$ cat src/rtl/suite_result_monitor.sv
// suite_result_monitor: snoops the 6502 bus for result-channel writes and trap loops, reporting PASS, FAIL or TIMEOUT
module suite_result_monitor #(
  parameter int ADDR_W = 16,
  parameter int DATA_W = 8,
  parameter int NUM_CH = 2,
  parameter logic [ADDR_W*NUM_CH-1:0] RES_ADDRS = {16'h0211, 16'h0210},
  parameter logic [DATA_W-1:0] PASS_VAL = 8'hFF,
  parameter int TIMEOUT_CYC = 4096,
  parameter int TRAP_COUNT = 4,
  parameter int CNT_W = 16,
  localparam int CH_W = NUM_CH > 1 ? $clog2(NUM_CH) : 1
) (
  input  logic              ph2,
  input  logic              reset,
  input  logic              start,
  input  logic [ADDR_W-1:0] bus_addr,
  input  logic [DATA_W-1:0] bus_data,
  input  logic              bus_we,
  input  logic              bus_sync,
  output logic              done,
  output logic              pass,
  output logic              fail,
  output logic              timeout,
  output logic [CH_W-1:0]   fail_ch,
  output logic [DATA_W-1:0] fail_code,
  output logic [CNT_W-1:0]  cycles
);
  localparam int TC_W = $clog2(TRAP_COUNT + 1);
  typedef enum logic [2:0] {IDLE, RUN, PASS, FAIL, TOUT} state_t;
  state_t state_q, state_d;
  logic [CNT_W-1:0] cycles_q, cycles_d;
  logic [NUM_CH-1:0][DATA_W-1:0] val_q, val_d;
  logic [NUM_CH-1:0] flag_q, flag_d;
  logic [TC_W-1:0] trap_cnt_q, trap_cnt_d;
  logic [ADDR_W-1:0] sync_addr_q, sync_addr_d;
  logic sync_seen_q, sync_seen_d;
  logic done_q, done_d, pass_q, pass_d, fail_q, fail_d, timeout_q, timeout_d;
  logic [CH_W-1:0] fail_ch_q, fail_ch_d, first_bad;
  logic [DATA_W-1:0] fail_code_q, fail_code_d;
  logic trap, expire;
  always_comb begin
    state_d = state_q;
    cycles_d = cycles_q;
    val_d = val_q;
    flag_d = flag_q;
    trap_cnt_d = trap_cnt_q;
    sync_addr_d = sync_addr_q;
    sync_seen_d = sync_seen_q;
    done_d = done_q;
    pass_d = pass_q;
    fail_d = fail_q;
    timeout_d = timeout_q;
    fail_ch_d = fail_ch_q;
    fail_code_d = fail_code_q;
    first_bad = '0;
    trap = 1'b0;
    expire = 1'b0;
    if (state_q == RUN) begin
      cycles_d = &cycles_q ? cycles_q : cycles_q + 1'b1;
      for (int i = 0; i < NUM_CH; i++)
        if (bus_we && bus_addr == RES_ADDRS[i*ADDR_W +: ADDR_W]) begin
          val_d[i] = bus_data;
          flag_d[i] = bus_data == PASS_VAL;
        end
      // a first sync after start never counts as a repeat, whatever the address
      if (bus_sync) begin
        trap_cnt_d = sync_seen_q && bus_addr == sync_addr_q ?
                     (trap_cnt_q == TC_W'(TRAP_COUNT) ? trap_cnt_q : trap_cnt_q + 1'b1) : TC_W'(1);
        sync_addr_d = bus_addr;
        sync_seen_d = 1'b1;
      end
      for (int i = NUM_CH - 1; i >= 0; i--)
        if (!flag_d[i]) first_bad = CH_W'(i);
      trap = trap_cnt_d == TC_W'(TRAP_COUNT);
      expire = cycles_q == CNT_W'(TIMEOUT_CYC - 1);
      if (&flag_d) begin
        state_d = PASS;
        done_d = 1'b1;
        pass_d = 1'b1;
      end else if (trap || expire) begin
        state_d = trap ? FAIL : TOUT;
        done_d = 1'b1;
        fail_d = trap;
        timeout_d = !trap;
        fail_ch_d = first_bad;
        fail_code_d = val_d[first_bad];
      end
    end else if (start) begin
      state_d = RUN;
      cycles_d = '0;
      val_d = '0;
      flag_d = '0;
      trap_cnt_d = '0;
      sync_addr_d = '0;
      sync_seen_d = 1'b0;
      done_d = 1'b0;
      pass_d = 1'b0;
      fail_d = 1'b0;
      timeout_d = 1'b0;
      fail_ch_d = '0;
      fail_code_d = '0;
    end
  end
  always_ff @(posedge ph2) begin
    if (reset) begin
      state_q <= IDLE;
      cycles_q <= '0;
      val_q <= '0;
      flag_q <= '0;
      trap_cnt_q <= '0;
      sync_addr_q <= '0;
      sync_seen_q <= 1'b0;
      done_q <= 1'b0;
      pass_q <= 1'b0;
      fail_q <= 1'b0;
      timeout_q <= 1'b0;
      fail_ch_q <= '0;
      fail_code_q <= '0;
    end else begin
      state_q <= state_d;
      cycles_q <= cycles_d;
      val_q <= val_d;
      flag_q <= flag_d;
      trap_cnt_q <= trap_cnt_d;
      sync_addr_q <= sync_addr_d;
      sync_seen_q <= sync_seen_d;
      done_q <= done_d;
      pass_q <= pass_d;
      fail_q <= fail_d;
      timeout_q <= timeout_d;
      fail_ch_q <= fail_ch_d;
      fail_code_q <= fail_code_d;
    end
  end
  assign done = done_q;
  assign pass = pass_q;
  assign fail = fail_q;
  assign timeout = timeout_q;
  assign fail_ch = fail_ch_q;
  assign fail_code = fail_code_q;
  assign cycles = cycles_q;
endmodule

$ cat config.mk
export PLATFORM = sky130hd
export DESIGN_NAME = suite_result_monitor
export DESIGN_NICKNAME = d
export VERILOG_FILES = /design/src/rtl/suite_result_monitor.sv
export SDC_FILE = /design/constraint.sdc
export NUM_CORES = 1
export LEC_CHECK = 0
export ABC_AREA = 1
export CORE_MARGIN = 1
export CORE_UTILIZATION = 30
export DETAILED_ROUTE_END_ITERATION = 16
export PLACE_DENSITY_LB_ADDON = 0.3
export REMOVE_ABC_BUFFERS = 1
export SLEW_MARGIN = 5
export SYNTH_ARGS = -nofsm -noshare
export SYNTH_HDL_FRONTEND = slang
export SYNTH_SLANG_ARGS = --single-unit
$ cat constraint.sdc
create_clock -name ph2 -period 4.5 [get_ports ph2]
set_input_delay 0.675 -clock ph2 [delete_from_list [all_inputs] [get_ports ph2]]
set_output_delay 0.675 -clock ph2 [all_outputs]
set_load 0.02 [all_outputs]
==> out/metrics.cfg <==
[outcome]
status=finished clean

[clock_network]
post_cts_buffers=0
cts_resized=0
clock_sinks=70
clkLatencyLatePin_ns=0.33
path_clk_slew_ns=0.05
cts-root-buf=clkbuf_16
htree_levels=3
ctsHoldBuffers=0
max-clock-path-buffers=2
cts_tree=built
numCtsBuffers=9

[power]
clockPowerShare=0.390
p_seq_frac=0.424
leakage_nw=1.96
swShare=0.287
powerDensity_nw_per_um2=328
vdd_drop_max_v=0.000179
p_int_w=0.00112
combPwrFrac=0.186
switching_power_w=0.000451

[setup_path]
critPathBufInv=3
r2r_slack_ns=2.20
cp_slowest_cell=clkdlybuf4s50_1
critPathArrivalTime_ns=2.88
r2r-start=cycles[0]$_SDFFE_PP0P_
cpLargestDelayFamily=simple AND/OR/NAND/NOR gates
crit_chain=clkdlybuf4s50_1 -> nor2_1 -> nand3_1 -> nor2_4 -> nand2_2 -> nand2_2 -> nand2_2 -> nand3_2 -> nand2_1 -> inv_2 -> nand2_1 -> clkinv_2 -> nor2_1 -> nor2_1
slowest_delay_ns=0.45
startpoint_type=primary input
path_class=in -> reg
r2r_end=cycles[10]$_SDFFE_PP0P_
required_ns=4.76
rr_worst_depth=12
path_max_fanout=17
end_kind=flop

[logic_synthesis]
yosys_most_used_dff=dfxtp_1
yosys_warnings=0
avgSynthCellArea_um2=6.50
synth_edf_count=0
synth-async-reset-ratio=0
yosys.cell_types.count=37
ys_ff_latch=70
synthCells=597
yosysSeqAreaShare=0.361
syn-cell-area_um2=3880

[drt]
drt_first_pass_iters=5
drc=0
drtAntennaViolNets=0
num_vias=3722
drt_iter0_drc=209
vias_per_cell=4.53
drt_wl_total_um=9440
wl_per_cell_um=11.5

[timing]
finalSetupViolations=0
fin_ws_ns=1.88
max_freq_mhz=382
tns_ns=0
worstMarginPinSlew_ns=0.703
slew_headroom=0.531
final-hold-violation-count=0
period_share=0.582
grt_setup_unrepaired=false
finalMaxSlewViolations=0
fin_skew_ns=0.00697
fin_crit_ns=2.62

[die]
io_pins=58
die-area_um2=13400
die_height_um=116
die_x_um=116
row_count=41
floorplan.initialDensity=0.307
core-area_um2=12600

[cells_and_area]
diodes=0
post-route-util=0.380
fin_nets=679
area_delta_synth_final_pct=23.5
drive_above_1_share=0.0755

[min_path]
hold_end=sync_seen_q$_SDFFE_PP0P_
min_from=sync_seen_q$_SDFFE_PP0P_
worstHoldPathCells=2
min_path_type=reg -> reg

[global_routing]
track_usage=0.155
grt_max_degree=35
antenna_found_initial=0
grt_first_pass_wirelength_um=16400
grt_overflow=0
grt_pass1_vias=3533

[placed_design]
pre_cts_slack_ns=1.55
post-dp-hpwl_um=6880
portBuffers=57
gp_congestion=0.827

[flow_run]
cap_violations=0

==> kinds of logic (layout without fill, tap and decap cells) <==
kind of cell,Yosys count,count (layout),synth area share
adder cells (fa/ha/maj),3,3,0.00968
flip-flops,70,70,0.361
buffers and inverters,120,172,0.131
XOR/XNOR,5,5,0.0113
AO/OA/AOI/OAI,90,90,0.133
AND/OR/NAND/NOR,309,309,0.355
==> placed cells by master, fill, tap and decap left out, types with 2 or more instances in the layout <==
cell,count
nor2_4,2
nor3_1,4
inv_1,93
ha_1,3
inv_2,4
clkdlybuf4s50_1,56
o22ai_1,16
nand2_1,154
clkinv_2,6
nor4_1,2
nand2_2,8
clkbuf_16,9
nor2_1,76
nand3_2,6
dfxtp_1,70
o21ai_0,15
a21oi_2,2
buf_4,2
o21ai_1,6
nand3_1,37
a2bb2oi_1,8
nor3_2,3
a21oi_1,41
xor2_1,4
nand4_1,10
==> worst min-delay path, delay by kind of cell (launching register included) <==
kind,cells,cell delay (ns)
flops,1,0.29
buf+inv,1,0.06
compound gates,1,0.06
==> flip-flops by register name, indices dropped and copies added, names as in the netlist <==
signal	cells
done	1
state_q	3
timeout	1
fail	1
sync_addr_q	16
pass	1
trap_cnt_q	3
sync_seen_q	1
fail_code	8
cycles	16
val_q	16
fail_ch	1
flag_q	2
==> synth_stat cells, types with 2 or more instances <==
library cell  count  area share
a21oi_1          41       0.053
a21oi_2           2      0.0045
a2bb2oi_1         8       0.018
buf_2             3      0.0039
buf_6             6       0.017
clkbuf_1          9      0.0087
clkinv_2          3      0.0039
dfxtp_1          70        0.36
ha_1              3      0.0097
inv_1            93       0.090
inv_2             4      0.0039
nand2_1         154        0.15
nand2_2           8       0.013
nand3_1          37       0.048
nand3_2           6       0.015
nand4_1          10       0.016
nor2_1           76       0.074
nor2_4            2      0.0058
nor3_1            4      0.0052
nor3_2            3      0.0077
nor4_1            2      0.0032
o21ai_0          15       0.019
o21ai_1           6      0.0077
o22ai_1          16       0.026
xor2_1            4      0.0090
==> power groups by stage <==
stage	logic [W]	clock network, W	registers [W]
final	0.000293	0.000612	0.000666
after CTS	0.000296	0.000634	0.000666
after floorplan	0.000160	0	0.000696
after global routing	0.000329	0.000662	0.000669
after detailed placement	0.000295	0	0.000679
after global placement	0.000291	0	0.000679
==> per-stage QoR <==
step / total power, W / cell area (µm²) / hold slack [ns] / cells
after global routing: 0.00166 / 4790 / 0.487 / 821
after detailed placement: 0.000974 / 4550 / 0.455 / 808
after global placement: 0.000970 / 4550 / 0.453 / 808
after floorplan: 0.000856 / 3750 / 0.432 / 577
final: 0.00157 / 4790 / 0.462 / 821
after CTS: 0.00160 / 4790 / 0.462 / 821
==> area by class of cell <==
cell class	instances	area [µm²]
Multi-Input combinational cell	407	1970
Tap cell	172	215
Fill cell	1357	7830
Clock buffer	10	229
Inverter	100	379
Timing Repair Buffer	59	581
Sequential cell	70	1400
Clock inverter	3	15.0
==> worst max path at each step <==
stage,from,end,slack (ns),cells past startpoint
global placement,bus_addr[5],fail_code[0]$_SDFFE_PP0P_,1.64,14
detailed placement,bus_addr[13],fail_code[5]$_SDFFE_PP0P_,1.55,14
global route,bus_addr[2],fail_code[4]$_SDFFE_PP0P_,1.68,14
finish,bus_addr[13],fail_code[5]$_SDFFE_PP0P_,1.88,14
floorplan,bus_addr[13],fail$_SDFFE_PP0P_,2.38,13
CTS,bus_addr[13],fail_code[5]$_SDFFE_PP0P_,1.88,14
==> routing by layer <==
metal | vias up | share of wire | track usage
li1 | 1991 | - | -
met5 | - | 0 | 0
met1 | 1656 | 0.48 | 0.204
met2 | 63 | 0.46 | 0.246
met4 | 0 | 0.015 | 0.0607
met3 | 12 | 0.038 | 0.0371
No activity file was read; power rests on OpenSTA's default activity.
